### config.mk
export PLATFORM = sky130hd
export DESIGN_NAME = periph_arbiter_flat
export DESIGN_NICKNAME = d
export VERILOG_FILES = /design/src/rtl/periph_arbiter_if.sv /design/src/rtl/periph_arbiter.sv /design/src/flat_wrapper.sv
export SDC_FILE = /design/constraint.sdc
export NUM_CORES = 1
export LEC_CHECK = 0
export CAP_MARGIN = 0
export CORE_AREA = 2 2 165 151
export DETAILED_ROUTE_END_ITERATION = 8
export DIE_AREA = 0 0 167 153
export GPL_ROUTABILITY_DRIVEN = 0
export GPL_TIMING_DRIVEN = 1
export PLACE_DENSITY_LB_ADDON = 0.1
export SLEW_MARGIN = 30
export SYNTH_ARGS = -nofsm -noshare
export SYNTH_HDL_FRONTEND = slang
export SYNTH_SLANG_ARGS = --single-unit
### constraint.sdc
create_clock -name clk -period 2.1 [get_ports clk]
set_input_delay 0.63 -clock clk [delete_from_list [all_inputs] [get_ports clk]]
set_output_delay 0.63 -clock clk [all_outputs]
set_load 0.01 [all_outputs]
### src/rtl/periph_arbiter_if.sv
// periph_arbiter_if: two request ports and one peripheral port.
// slave = arbiter view; master = requesters plus peripheral.
interface periph_arbiter_if;
  // master 0: CPU data path
  logic        m0_req;
  logic        m0_we;
  logic [31:0] m0_addr;
  logic [31:0] m0_wdata;
  logic [2:0]  m0_op;
  logic        m0_gnt;
  logic        m0_ack;
  logic [31:0] m0_rdata;

  // master 1: loader / DMA
  logic        m1_req;
  logic        m1_we;
  logic [31:0] m1_addr;
  logic [31:0] m1_wdata;
  logic [2:0]  m1_op;
  logic        m1_lock;
  logic        m1_gnt;
  logic        m1_ack;
  logic [31:0] m1_rdata;

  // peripheral data-memory / GPIO port
  logic        dm_w;
  logic        dm_r;
  logic [31:0] addr;
  logic [31:0] wdata;
  logic [2:0]  dm_op;
  logic [31:0] rdata;

  modport slave (
    input  m0_req, m0_we, m0_addr,
    input  m0_wdata, m0_op,
    output m0_gnt, m0_ack, m0_rdata,
    input  m1_req, m1_we, m1_addr,
    input  m1_wdata, m1_op, m1_lock,
    output m1_gnt, m1_ack, m1_rdata,
    output dm_w, dm_r, addr,
    output wdata, dm_op,
    input  rdata
  );

  modport master (
    output m0_req, m0_we, m0_addr,
    output m0_wdata, m0_op,
    input  m0_gnt, m0_ack, m0_rdata,
    output m1_req, m1_we, m1_addr,
    output m1_wdata, m1_op, m1_lock,
    input  m1_gnt, m1_ack, m1_rdata,
    input  dm_w, dm_r, addr,
    input  wdata, dm_op,
    output rdata
  );
endinterface

### src/rtl/periph_arbiter.sv
// periph_arbiter: round-robin 2-master arbiter for the
// peripheral dm port. IDLE/ACCESS/RESP, gnt->ack 2 cycles.
//
// Ports:
//   clk  - system clock, rising edge
//   rst  - synchronous reset, active low
//   bus  - periph_arbiter_if.slave: m0/m1 req, we, addr,
//          wdata, op, gnt, ack, rdata; m1_lock; slave
//          dm_w, dm_r, addr, wdata, dm_op, rdata
// Parameter:
//   LOCK_MAX - max consecutive locked m1 grants
// Build option:
//   ARB_LOCK_EN - enables the bounded m1 bus lock;
//   undefined gives pure round-robin, m1_lock ignored.
module periph_arbiter #(
  parameter int unsigned LOCK_MAX = 8
) (
  input logic             clk,
  input logic             rst,
  periph_arbiter_if.slave bus
);

  localparam logic [1:0] IDLE   = 2'd0;
  localparam logic [1:0] ACCESS = 2'd1;
  localparam logic [1:0] RESP   = 2'd2;

  logic [1:0]  state;
  logic        last;
  logic        owner;
  logic        we_q;
  logic        dm_w_q;
  logic        dm_r_q;
  logic [31:0] addr_q;
  logic [31:0] wdata_q;
  logic [2:0]  op_q;
  logic        ack0_q;
  logic        ack1_q;
  logic [31:0] rdata0_q;
  logic [31:0] rdata1_q;

  logic        arb_en;
  logic        tie0;
  logic        pick0;
  logic        pick1;
  logic        win0;
  logic        win1;
  logic        win;
  logic        sel_we;
  logic [31:0] sel_addr;
  logic [31:0] sel_wdata;
  logic [2:0]  sel_op;

  // Arbitration runs in IDLE and RESP only; nothing
  // is outstanding there, so req alone means eligible.
  // rst gates the combinational grant during reset.
  assign arb_en = rst &&
                  ((state == IDLE) || (state == RESP));

`ifdef ARB_LOCK_EN
  localparam int unsigned CW = $clog2(LOCK_MAX + 1);
  localparam logic [CW-1:0] LOCK_LIM = CW'(LOCK_MAX);

  logic [CW-1:0] lock_cnt;
  logic          lock_on;
  logic          lock_exp;

  // A nonzero count means the last m1 grant was locked
  // and m0 has not been served since.
  assign lock_on  = (lock_cnt != '0);
  assign lock_exp = (lock_cnt >= LOCK_LIM);
  assign tie0     = lock_on ? lock_exp : last;

  always_ff @(posedge clk) begin
    if (!rst) begin
      lock_cnt <= '0;
    end else if (win0) begin
      lock_cnt <= '0;
    end else if (win1) begin
      if (!bus.m1_lock) begin
        lock_cnt <= '0;
      end else if (!lock_exp) begin
        lock_cnt <= lock_cnt + CW'(1);
      end
    end
  end
`else
  // last = 1 means m1 was served last: m0 wins a tie
  assign tie0 = last;
`endif

  always_comb begin
    pick0 = 1'b0;
    pick1 = 1'b0;
    unique case (1'b1)
      (bus.m0_req && !bus.m1_req): pick0 = 1'b1;
      (!bus.m0_req && bus.m1_req): pick1 = 1'b1;
      (bus.m0_req && bus.m1_req): begin
        pick0 = tie0;
        pick1 = !tie0;
      end
      default: ;
    endcase
  end

  assign win0 = arb_en && pick0;
  assign win1 = arb_en && pick1;
  assign win  = win0 || win1;

  assign sel_we    = win1 ? bus.m1_we    : bus.m0_we;
  assign sel_addr  = win1 ? bus.m1_addr  : bus.m0_addr;
  assign sel_wdata = win1 ? bus.m1_wdata : bus.m0_wdata;
  assign sel_op    = win1 ? bus.m1_op    : bus.m0_op;

  always_ff @(posedge clk) begin
    if (!rst) begin
      state    <= IDLE;
      last     <= 1'b1;
      owner    <= 1'b0;
      we_q     <= 1'b0;
      dm_w_q   <= 1'b0;
      dm_r_q   <= 1'b0;
      addr_q   <= '0;
      wdata_q  <= '0;
      op_q     <= '0;
      ack0_q   <= 1'b0;
      ack1_q   <= 1'b0;
      rdata0_q <= '0;
      rdata1_q <= '0;
    end else begin
      dm_w_q <= 1'b0;
      dm_r_q <= 1'b0;
      ack0_q <= 1'b0;
      ack1_q <= 1'b0;
      unique case (state)
        IDLE, RESP: begin
          if (win) begin
            state   <= ACCESS;
            owner   <= win1;
            last    <= win1;
            we_q    <= sel_we;
            addr_q  <= sel_addr;
            wdata_q <= sel_wdata;
            op_q    <= sel_op;
            dm_w_q  <= sel_we;
            dm_r_q  <= !sel_we;
          end else begin
            state <= IDLE;
          end
        end
        ACCESS: begin
          // slave rdata settles within ACCESS
          state  <= RESP;
          ack0_q <= !owner;
          ack1_q <= owner;
          if (!we_q && !owner) rdata0_q <= bus.rdata;
          if (!we_q && owner)  rdata1_q <= bus.rdata;
        end
        default: state <= IDLE;
      endcase
    end
  end

  assign bus.m0_gnt   = win0;
  assign bus.m1_gnt   = win1;
  assign bus.m0_ack   = ack0_q;
  assign bus.m1_ack   = ack1_q;
  assign bus.m0_rdata = rdata0_q;
  assign bus.m1_rdata = rdata1_q;
  assign bus.dm_w     = dm_w_q;
  assign bus.dm_r     = dm_r_q;
  assign bus.addr     = addr_q;
  assign bus.wdata    = wdata_q;
  assign bus.dm_op    = op_q;

endmodule

### src/flat_wrapper.sv
// flat-port wrapper written by rule: the top's interface ports become plain ports
module periph_arbiter_flat 
#(
  parameter int unsigned LOCK_MAX = 8
)
  (clk, rst, bus_m0_req, bus_m0_we, bus_m0_addr, bus_m0_wdata, bus_m0_op, bus_m0_gnt, bus_m0_ack, bus_m0_rdata, bus_m1_req, bus_m1_we, bus_m1_addr, bus_m1_wdata, bus_m1_op, bus_m1_lock, bus_m1_gnt, bus_m1_ack, bus_m1_rdata, bus_dm_w, bus_dm_r, bus_addr, bus_wdata, bus_dm_op, bus_rdata);
  periph_arbiter_if bus_i ();
  input logic clk;
  input logic rst;
  input wire logic [$bits(bus_i.m0_req)-1:0] bus_m0_req;
  input wire logic [$bits(bus_i.m0_we)-1:0] bus_m0_we;
  input wire logic [$bits(bus_i.m0_addr)-1:0] bus_m0_addr;
  input wire logic [$bits(bus_i.m0_wdata)-1:0] bus_m0_wdata;
  input wire logic [$bits(bus_i.m0_op)-1:0] bus_m0_op;
  output wire logic [$bits(bus_i.m0_gnt)-1:0] bus_m0_gnt;
  output wire logic [$bits(bus_i.m0_ack)-1:0] bus_m0_ack;
  output wire logic [$bits(bus_i.m0_rdata)-1:0] bus_m0_rdata;
  input wire logic [$bits(bus_i.m1_req)-1:0] bus_m1_req;
  input wire logic [$bits(bus_i.m1_we)-1:0] bus_m1_we;
  input wire logic [$bits(bus_i.m1_addr)-1:0] bus_m1_addr;
  input wire logic [$bits(bus_i.m1_wdata)-1:0] bus_m1_wdata;
  input wire logic [$bits(bus_i.m1_op)-1:0] bus_m1_op;
  input wire logic [$bits(bus_i.m1_lock)-1:0] bus_m1_lock;
  output wire logic [$bits(bus_i.m1_gnt)-1:0] bus_m1_gnt;
  output wire logic [$bits(bus_i.m1_ack)-1:0] bus_m1_ack;
  output wire logic [$bits(bus_i.m1_rdata)-1:0] bus_m1_rdata;
  output wire logic [$bits(bus_i.dm_w)-1:0] bus_dm_w;
  output wire logic [$bits(bus_i.dm_r)-1:0] bus_dm_r;
  output wire logic [$bits(bus_i.addr)-1:0] bus_addr;
  output wire logic [$bits(bus_i.wdata)-1:0] bus_wdata;
  output wire logic [$bits(bus_i.dm_op)-1:0] bus_dm_op;
  input wire logic [$bits(bus_i.rdata)-1:0] bus_rdata;
  assign bus_i.m0_req = bus_m0_req;
  assign bus_i.m0_we = bus_m0_we;
  assign bus_i.m0_addr = bus_m0_addr;
  assign bus_i.m0_wdata = bus_m0_wdata;
  assign bus_i.m0_op = bus_m0_op;
  assign bus_m0_gnt = bus_i.m0_gnt;
  assign bus_m0_ack = bus_i.m0_ack;
  assign bus_m0_rdata = bus_i.m0_rdata;
  assign bus_i.m1_req = bus_m1_req;
  assign bus_i.m1_we = bus_m1_we;
  assign bus_i.m1_addr = bus_m1_addr;
  assign bus_i.m1_wdata = bus_m1_wdata;
  assign bus_i.m1_op = bus_m1_op;
  assign bus_i.m1_lock = bus_m1_lock;
  assign bus_m1_gnt = bus_i.m1_gnt;
  assign bus_m1_ack = bus_i.m1_ack;
  assign bus_m1_rdata = bus_i.m1_rdata;
  assign bus_dm_w = bus_i.dm_w;
  assign bus_dm_r = bus_i.dm_r;
  assign bus_addr = bus_i.addr;
  assign bus_wdata = bus_i.wdata;
  assign bus_dm_op = bus_i.dm_op;
  assign bus_i.rdata = bus_rdata;
  periph_arbiter #(.LOCK_MAX(LOCK_MAX)) u_core (.clk(clk), .rst(rst), .bus(bus_i));
endmodule
* Word-level counts from Yosys, hierarchy flattened
Index checks and enable logic that the tools add are counted.
** Word-level totals
- Logic and storage cells :: 46
- Flip-flop bits (word level) :: 140
- Output and inout bits :: 137
- Bits of input ports :: 173
** Operators by class
- Reduce and logical (&&, ||, !) cells :: 23
- Multiplexer cells :: 8
- Equal/unequal tests :: 2
** Operators by type and width (count)
- 32-bit two-way mux :: 2
- 1-bit logical AND :: 8
- 2-bit AND reduction :: 4
- 1-bit logical NOT :: 6
- 1-bit case mux with 2 select lines :: 2
- 2-bit case mux with 2 select lines :: 1
- 3-bit two-way mux :: 1
- 3-bit AND reduction :: 1
- 2-bit by 1-bit equality test with 1-bit output, second input constant :: 1
- 2-bit equality test, second input constant :: 1
- 2-bit logical NOT :: 1
- 1-bit logical OR :: 2
- 1-bit two-way mux :: 2
- 2-bit OR reduction :: 1

* Depth between registers and ports, before layout
Gate-level depths: netlist of the first run.
- Depth after elaboration :: 7
- Gate-level depth with buffers :: 7
- Mapped depth without buffers :: 3

* Worst setup path before layout of the first run
OpenSTA, ideal clock, no wires.
- Path kind :: input -> output
- Start point :: input port bus_m1_req
- End point :: output port bus_m1_gnt
- Path slack :: 0.028 ns
- Arrival time :: 1.442 ns
- Required time :: 1.470 ns
- Path buffers :: 2
- Stages on the path :: 4
- Path through :: a21bo_2 -> buf_2 -> buf_6 -> nor3_1
** Between the ends
- Longest elaborated chain between the ends :: 3
** RTL lines
- start: declaration :: RTL line flat_wrapper.sv:18 : input wire logic [$bits(bus_i.m1_req)-1:0] bus_m1_req;
- 1-bit logical AND (on tied branches) :: RTL line periph_arbiter.sv:97, periph_arbiter.sv:96
- 1-bit case mux with 2 select lines (*) :: RTL line periph_arbiter.sv:94 : unique case (1'b1)
- 1-bit logical AND (*) :: RTL line periph_arbiter.sv:106 : assign win1 = arb_en && pick1;
- end: declaration :: RTL line flat_wrapper.sv:24 : output wire logic [$bits(bus_i.m1_gnt)-1:0] bus_m1_gnt;
Mark *: on every way between the ends. The rest lies on a longest branch, timed or not.

* Final worst setup path of the first run
- Start point :: input port bus_m1_req
- End point :: output port bus_m0_gnt
** Between the ends
- Longest elaborated chain between the ends :: 4
** RTL lines
- 1-bit logical NOT :: RTL line periph_arbiter.sv:95 : (bus.m0_req && !bus.m1_req): pick0 = 1'b1;
- 1-bit logical AND :: RTL line periph_arbiter.sv:95
- 1-bit case mux with 2 select lines (*) :: RTL line periph_arbiter.sv:94
- 1-bit logical AND (*) :: RTL line periph_arbiter.sv:105 : assign win0 = arb_en && pick0;
- end: declaration :: RTL line flat_wrapper.sv:15 : output wire logic [$bits(bus_i.m0_gnt)-1:0] bus_m0_gnt;
Marks and branches as above.

==> impl_metrics.csv, run 1 <==
group,metric,value,unit
status,status,"complete, no violations",
timing,clock_skew,12.09,ps
clocking,clk_path_buf_depth,2,
critical_path,crit_family,"buffers and inverters",
floorplan,die_y,153,microns
critical_path,critPathArrivalTime,1380,ps
timing,holdWs,453.6,ps
timing,fmax,497.2,MHz
yosys,synth_nets,790,
cells_and_area,syn_to_final_growth,66.55,%
yosys,synth-simple-area-share,0.1592,
route,wirelength,18.84,mm
floorplan,core_area,23850,sq um
timing,finalCriticalPeriod,2011,ps
yosys,synth_top_family_by_area,"multiplexers",
hold_path,hold_path_depth,2,
clocking,h-tree-depth,4,
timing,period_share,0.9578,
yosys,synthFlopType,"dfxtp_1",
critical_path,r2r_cells,6,
cells_and_area,nFillCells,2430,
placed_design,placed_cells,1200,
route,routedWlPerCell,15.29,microns
yosys,synth-xor-area-share,0,
floorplan,start_util,0.2465,
grt,antenna_found_initial,1,
power,ir_drop,0.4670,mV
grt,track_usage,0.1482,
placed_design,port_buffers,308,
yosys,syn_inst,617,
clocking,numCtsBuffers,17,
route,firstDrtPassIters,4,
job,cap_violations,0,
grt,grt_pass1_wl,29.77,mm
timing,worst_pin_slew,626.4,ps
yosys,synth-edff-count,0,
critical_path,path_cells,"dlygate4sd2_1 > buf_4 > nand2b_1 > and3_4 > buf_6",
power,p_comb_frac,0.197,
clocking,insertion_delay,420,ps
cells_and_area,nets,1085,
critical_path,cp-start-kind,"primary input",
placed_design,dp_hpwl,13.73,mm
yosys,synth-compound-area-share,0.07725,
floorplan,ios,310,
yosys,ys_seq_elements,140,
cells_and_area,drive_above_1_share,0.07251,
power,p_sw,0.001921,W
route,ant_nets,0,
yosys,synthArstFlopShare,0,
power,leakage,3.871,nW
timing,hold_viol,0,
timing,setup_slack,88.60,ps
yosys,synthMuxAreaShare,0.2179,
critical_path,crit_buf_inv,3,
critical_path,crit_fanout,3,
power,clkPwrFrac,0.403,
clocking,clk_pin_slew_worst_paths,60,ps
cells_and_area,final_util,0.4106,
critical_path,cp_data_required_time,1470,ps
floorplan,die_x,167,microns
power,switching_share,0.2582,
clocking,clock-sinks,140,
critical_path,cp_slowest_cell,"dlygate4sd2_1",
yosys,yosys_warnings,0,
yosys,synth_area_per_cell,9.529,sq um
grt,first_global_vias,5417,
yosys,ys_seq_area_frac,0.4767,
power,p_per_area,760.0,nW/um^2
power,p_int,0.005520,W
hold_path,hold_path.class,"flop to flop",
placed_design,place_ws,-657.0,ps
route,via_per_inst,4.289,
critical_path,critical_path_class,"primary input to output pin",
clocking,tritoncts,"done",
yosys,synthAdderAreaFrac,0,
critical_path,crit_path_end_kind,"output pin",
timing,rsz0062_at_grt,"false",
critical_path,crit_cells,5,
timing,relSlewSlack,0.5824,
grt,grt_remaining_overflow,0,
cells_and_area,antennaDiodeCount,0,
power,seqPwrFrac,0.400,
critical_path,critPathMaxStageDelay,240,ps
grt,grt_max_degree,142,
timing,slew_viol_final,0,
route,drtIter0Drc,234,
yosys,syn_area,5879,sq um
floorplan,num_rows,54,
clocking,cts-root-buf,"clkbuf_16",
route,drc,0,
cells_and_area,finalNonFillerCells,1232,
yosys,synth_cell_type_count,33,
clocking,postCtsHoldBufs,0,
route,vias,5284,
floorplan,die_area,25550,sq um
timing,setup_viol,0,
==> metal layers <==
layer	vias up	GRT usage	wire length, microns
met1	2353	0.1716	7934
li1	2709	-	-
met3	17	0.07561	2047
met2	203	0.2404	8623
met5	-	0	13
met4	2	0.04228	220
==> placed cells by master, fill, tap and decap left out, drive strengths merged, types with 4 or more instances in the layout <==
cell type / instances
clkinv: 5
nand3: 66
nand2: 137
inv: 5
dfxtp: 140
clkdlybuf4s50: 303
mux2i: 128
a311oi: 4
buf: 25
a21oi: 4
clkbuf: 19
o21ai: 66
==> synth_stat cells, types with 2 or more instances <==
cell,number,area (sq um)
buf_12,2,40.04
a311oi_2,3,45.04
o21ai_0,34,170.2
inv_1,2,7.510
o21ai_1,32,160.2
and3_2,2,15.01
clkbuf_1,20,75.07
dfxtp_1,140,2803
mux2i_1,128,1281
a21oi_1,4,20.02
buf_8,6,90.09
nand2_1,137,514.2
buf_2,9,45.04
buf_4,2,15.01
buf_1,4,15.01
buf_6,10,112.6
nand3_1,66,330.3
==> final cells by class <==
type	count	area [sq um]	area share
tap	308	385.4	0.03936
multi-input combinational	421	2693	0.2750
clock buffer	19	442.9	0.04523
sequential	140	2804	0.2864
inverter	2	7.507	0.0007667
clock inverter	12	137.6	0.01406
timing repair buffer	330	3322	0.3393
==> sequential cells by signal, summed over array words and instances, names as in the netlist, 2 cells and up <==
signal,cells
u_core.bus.addr,32
u_core.bus.wdata,32
u_core.bus.m1_rdata,32
u_core.bus.m0_rdata,32
u_core.state,2
u_core.bus.dm_op,3
==> worst reg2reg max path: stages (launching register included) <==
cell and delay [ps]:
dfxtp_1 380, a21bo_4 160, buf_4 100, buf_6 380, buf_4 400, mux2i_1 240
mux2i_1 90
==> power groups by stage <==
stage / Clock (W) / Combinational, W / Sequential, W
after floorplan: 0 / 0.000548 / 0.00312
after global placement: 0 / 0.00150 / 0.00303
after detailed placement: 0 / 0.00149 / 0.00303
after CTS: 0.00312 / 0.00150 / 0.00298
after global routing: 0.00325 / 0.00159 / 0.00300
final: 0.00300 / 0.00147 / 0.00297
==> kinds of logic (layout without fill, tap and decap cells) <==
| logic type | after synthesis | in the layout |
|---|---|---|
| compound gates | 78 | 78 |
| simple gates | 215 | 215 |
| buf+inv | 56 | 363 |
| mux | 128 | 128 |
| flops | 140 | 140 |
==> repair_timing <==
| item | CTS | global route |
|---|---|---|
| setup endpoints to repair | 32 | 1 |
| resized for setup | 15 | 1 |
| setup buffers | 1 | 0 |
| pin swaps | 0 | 0 |
==> final timing paths <==
path                                             start                              endpoint  slack (ps)
setup / recovery                            bus_m1_req                            bus_m0_gnt          90
hold / removal    u_core.bus.m0_rdata[20]$_SDFFE_PN0P_  u_core.bus.m0_rdata[20]$_SDFFE_PN0P_         450
setup reg to reg              u_core.last$_SDFFE_PN1P_      u_core.bus.wdata[6]$_SDFFE_PN0P_         250
hold reg to reg   u_core.bus.m0_rdata[20]$_SDFFE_PN0P_  u_core.bus.m0_rdata[20]$_SDFFE_PN0P_         450
==> metrics by stage <==
step / setup TNS [ps] / total power [W] / area, sq um
2_1_floorplan: 0 / 0.003664 / 5879
3_3_place_gp: -27030 / 0.004523 / 9190
3_5_place_dp: -27100 / 0.004517 / 9190
4_1_cts: 0 / 0.007593 / 9791
5_1_grt: 0 / 0.007838 / 9792
6_report: 0 / 0.007441 / 9792
Power figures use the tool's default switching activity.
==> inputs of run 2 (changes only) <==
- CORE_AREA: 2 2 165 151 -> 4 4 167 153
- DIE_AREA: 0 0 167 153 -> 0 0 171 157
==> run 2 against run 1 <==
  * Design area increased by 0.64%
  * Clock-buffer cell count shrank 2
  * Global-route usage shrank 0.62 points
  * Non-clock buffer count rose by 1
  * Highest routed layer unchanged
==> impl_metrics.csv, run 2 (synthesis gave the netlist of run 1 again) <==
group,metric,value,unit
clocking,clock-sinks,140,
timing,finalCriticalPeriod,2039,ps
placed_design,place_ws,-665.2,ps
cells_and_area,syn_to_final_growth,67.61,%
route,wirelength,19.73,mm
timing,setup_viol,0,
power,p_per_area,786.8,nW/um^2
clocking,tritoncts,"done",
power,ir_drop,0.3306,mV
clocking,post-cts-setup-buffer-count,0,
cells_and_area,nets,1086,
clocking,h-tree-depth,4,
grt,grt_max_degree,130,
route,ant_nets,0,
critical_path,critPathArrivalTime,1410,ps
critical_path,critical_path_class,"primary input to output pin",
route,routedWlPerCell,15.98,microns
critical_path,cp_data_required_time,1470,ps
critical_path,critPathMaxStageDelay,250,ps
floorplan,num_rows,54,
grt,first_global_vias,5229,
clocking,numCtsBuffers,17,
route,drtIter0Drc,209,
placed_design,port_buffers,308,
floorplan,die_area,26850,sq um
floorplan,core_area,23920,sq um
placed_design,dp_hpwl,14.36,mm
timing,period_share,0.9710,
grt,track_usage,0.1420,
timing,clock_skew,8.800,ps
hold_path,hold_path_depth,1,
route,drc,0,
clocking,clk_path_buf_depth,2,
timing,rsz0062_at_grt,"false",
power,leakage,3.901,nW
route,via_per_inst,4.284,
cells_and_area,finalNonFillerCells,1234,
critical_path,cp-start-kind,"primary input",
floorplan,die_x,171,microns
floorplan,start_util,0.2458,
cells_and_area,nFillCells,2446,
route,firstDrtPassIters,4,
cells_and_area,final_util,0.4120,
critical_path,path_cells,"dlygate4sd2_1 > buf_4 > nand2b_1 > and3_2 > buf_2",
timing,setup_slack,60.98,ps
floorplan,die_y,157,microns
clocking,insertion_delay,420,ps
grt,grt_remaining_overflow,0,
timing,worst_pin_slew,681.6,ps
timing,hold_viol,0,
placed_design,placed_cells,1202,
grt,antenna_found_initial,1,
hold_path,hold_path.class,"flop to flop",
timing,relSlewSlack,0.5456,
timing,fmax,490.4,MHz
critical_path,r2r_cells,5,
critical_path,crit_fanout,3,
floorplan,ios,310,
status,status,"complete, no violations",
critical_path,cp_slowest_cell,"dlygate4sd2_1",
cells_and_area,drive_above_1_share,0.07459,
cells_and_area,layout_common_cells,"clkdlybuf4s50_1 (303), dfxtp_1 (139), nand2_1 (137)",
job,cap_violations,0,
critical_path,crit_path_end_kind,"output pin",
cells_and_area,layout_commonest_cell,"clkdlybuf4s50_1",
clocking,cts-root-buf,"clkbuf_16",
grt,grt_pass1_wl,29.50,mm
route,vias,5287,
timing,slew_viol_final,0,
clocking,clk_pin_slew_worst_paths,60,ps
-- run 2: cell types whose count changed in the layout (fill, tap and decap cells not counted), moves of 2 or more --
| cell | previous run | this run |
|---|---|---|
| buf_6 | 3 | 1 |
| bufinv_16 | 2 | 4 |
| clkinv_4 | 3 | 0 |
| inv_8 | 0 | 2 |
| inv_6 | 3 | 5 |
| clkinv_2 | 2 | 0 |
-- run 2: repair_timing --
| item | CTS | global route |
|---|---|---|
| setup endpoints to repair | 2 | 0 |
| gates resized for setup | 13 | 0 |
| hold buffers | 0 | 0 |
-- run 2: metal layers --
layer  GRT usage  wire, microns  vias to the layer above
li1            -              -                     2713
met1      0.1714           8492                     2346
met2      0.2177           8584                      207
met3     0.08137           2381                       19
met4     0.03848            246                        2
met5           0             20                        -
-- run 2: final cells by class --
| class | instances | area, sq um | share of cell area |
|---|---|---|---|
| repair buffers | 331 | 3332 | 0.3381 |
| clock buffers | 17 | 425.4 | 0.04317 |
| clock inverters | 14 | 209.0 | 0.02120 |
| diodes | 1 | 2.502 | 0.0002539 |
| inverters | 2 | 7.507 | 0.0007618 |
| multi-input cells | 421 | 2689 | 0.2729 |
| flip-flops and latches | 140 | 2804 | 0.2845 |
| well taps | 308 | 385.4 | 0.03911 |
-- run 2: metrics by stage --
step | area [sq um] | hold WS [ps] | total power (W) | TNS [ps]
6_report | 9854 | 451.3 | 0.007753 | 0
5_1_grt | 9852 | 474.1 | 0.008147 | 0
4_1_cts | 9852 | 456.7 | 0.007903 | 0
3_5_place_dp | 9218 | 447.5 | 0.004534 | -21590
3_3_place_gp | 9218 | 442.3 | 0.004537 | -19880
2_1_floorplan | 5879 | 418.9 | 0.003664 | 0
-- run 2: report_power, final --
part           internal, W  switching [W]  total (W)
Sequential         0.00287       0.000109    0.00297
Combinational     0.000870       0.000611    0.00148
Clock              0.00202        0.00128    0.00330
-- run 2: critical path: cells and delay by family --
family                 cells  cell delay [ps]
buffers and inverters      3              520
and+or+nand+nor            2              260
-- run 2: path summary, 6_finish.rpt --
| kind | startpoint | end | slack [ps] |
|---|---|---|---|
| min reg2reg | u_core.state[1]$_SDFF_PN0_ | u_core.state[1]$_SDFF_PN0_ | 450 |
| max reg2reg | u_core.last$_SDFFE_PN1P_ | u_core.bus.wdata[1]$_SDFFE_PN0P_ | 420 |
| max | bus_m1_req | bus_m0_gnt | 60 |
| min | u_core.state[1]$_SDFF_PN0_ | u_core.state[1]$_SDFF_PN0_ | 450 |
==> inputs of run 3 (changes only) <==
- PLACE_DENSITY_LB_ADDON: 0.1 -> unset
==> run 3 against run 2 <==
  * Clock skew grew 7.9 ps
  * Register-to-register slack worse by 200 ps
  * Setup slack lost 1.6 ps
  * Maximum frequency is essentially flat
  * Design area decreased by 0.56%
  * Wire length down 3.6%
  * Non-clock buffer count increased by 1
  * Die area did not move
  * Sequential share of layout area is 0.16 points higher
  * Clock-buffer cell count unchanged
  * Largest cell class unchanged
==> impl_metrics.csv, run 3 (synthesis gave the netlist of run 1 again) <==
group,metric,value,unit
status,status,"complete, no violations",
floorplan,die_area,26850,sq um
timing,relSlewSlack,0.5420,
critical_path,critPathArrivalTime,1410,ps
cells_and_area,drive_above_1_share,0.07559,
timing,slew_viol_final,0,
power,leakage,3.883,nW
route,drc,0,
clocking,clk_pin_slew_worst_paths,60,ps
power,ir_drop,0.4810,mV
cells_and_area,layout_commonest_cell,"clkdlybuf4s50_1",
timing,rsz0062_at_grt,"false",
route,routedWlPerCell,15.40,microns
power,power,0.007471,W
floorplan,die_y,157,microns
clocking,clk_path_buf_depth,2,
timing,fmax,490.0,MHz
floorplan,ios,310,
cells_and_area,syn_to_final_growth,66.67,%
clocking,numCtsBuffers,17,
grt,grt_pass1_wl,28.58,mm
timing,hold_viol,0,
critical_path,cp_data_required_time,1470,ps
route,ant_nets,0,
clocking,postCtsHoldBufs,0,
timing,period_share,0.9717,
grt,grt_remaining_overflow,0,
floorplan,die_x,171,microns
floorplan,start_util,0.2458,
timing,finalSetupTns,0,ps
grt,grt_use_met1,0.1568,
timing,finalCriticalPeriod,2041,ps
hold_path,hold_path.class,"flop to flop",
cells_and_area,nets,1087,
grt,grtUsageMet3,0.06303,
clocking,cts-root-buf,"clkbuf_16",
clocking,tritoncts,"done",
floorplan,core_area,23920,sq um
grt,first_global_vias,5133,
route,via_per_inst,4.281,
placed_design,port_buffers,308,
cells_and_area,layout_common_cells,"clkdlybuf4s50_1 (303), dfxtp_1 (139), nand2_1 (137)",
critical_path,cp-start-kind,"primary input",
clocking,insertion_delay,420,ps
timing,clock_skew,16.69,ps
clocking,clock-sinks,140,
floorplan,num_rows,54,
grt,top_usage_layer,"met2",
critical_path,crit_path_end_kind,"output pin",
grt,grt_max_degree,65,
route,vias,5283,
critical_path,critical_path_class,"primary input to output pin",
job,cap_violations,0,
route,wirelength,19.01,mm
critical_path,crit_fanout,3,
placed_design,dp_hpwl,14.04,mm
clocking,h-tree-depth,4,
power,p_per_area,762.4,nW/um^2
timing,worst_pin_slew,687.0,ps
grt,grt_use_met2,0.2286,
route,drtIter0Drc,161,
grt,antenna_found_initial,1,
timing,setup_viol,0,
grt,track_usage,0.1356,
route,firstDrtPassIters,4,
cells_and_area,antennaDiodeCount,0,
cells_and_area,final_util,0.4097,
-- run 3: final timing paths --
| check | from | endpoint | slack (ps) | cells past startpoint |
|---|---|---|---|---|
| setup / recovery | bus_m1_req | bus_m0_gnt | 60 | 5 |
| hold / removal | u_core.bus.addr[29]$_SDFFE_PN0P_ | u_core.bus.addr[29]$_SDFFE_PN0P_ | 450 | 2 |
| setup reg to reg | u_core.last$_SDFFE_PN1P_ | u_core.bus.wdata[23]$_SDFFE_PN0P_ | 220 | 6 |
| hold reg to reg | u_core.bus.addr[29]$_SDFFE_PN0P_ | u_core.bus.addr[29]$_SDFFE_PN0P_ | 450 | 2 |
-- run 3: area by class of cell --
type                            count  area, sq um
Sequential cell                   140         2804
Fill cell                        2449        14120
Timing Repair Buffer              332         3327
Multi-Input combinational cell    421         2689
Inverter                            2        7.507
Clock buffer                       17        425.4
Tap cell                          308        385.4
Clock inverter                     14        161.4
-- run 3: critical path, stage by stage --
cell	delay, ps
dlygate4sd2_1	240
buf_4	130
nand2b_1	70
and3_2	190
buf_2	140
-- run 3: timing repair --
action	CTS	global route
setup endpoints to repair	2	1
pin swaps	1	1
setup buffers	2	0
gates resized for setup	13	0
-- run 3: stage by stage --
step | setup slack (ps) | cell area [sq um] | std cells | hold slack (ps)
3_5_place_dp | -765.4 | 9198 | 1201 | 447.3
2_1_floorplan | 28.18 | 5879 | 617 | 418.9
5_1_grt | 11.37 | 9799 | 1234 | 467.8
6_report | 59.39 | 9799 | 1234 | 452.8
3_3_place_gp | -724.6 | 9198 | 1201 | 441.1
4_1_cts | 3.717 | 9799 | 1234 | 457.6
-- run 3: report_power, final --
part	switching, W	internal [W]	leakage, nW
combinational	0.000599	0.000868	2.45
clock	0.00126	0.00177	0.283
sequential	0.000109	0.00287	1.15
total	0.00197	0.00551	3.88
-- run 3: per-layer routing --
layer / wire length, microns / vias to the layer above
met5: 13 / -
met4: 174 / 2
met3: 1921 / 12
met2: 9189 / 197
met1: 7709 / 2365
li1: - / 2707
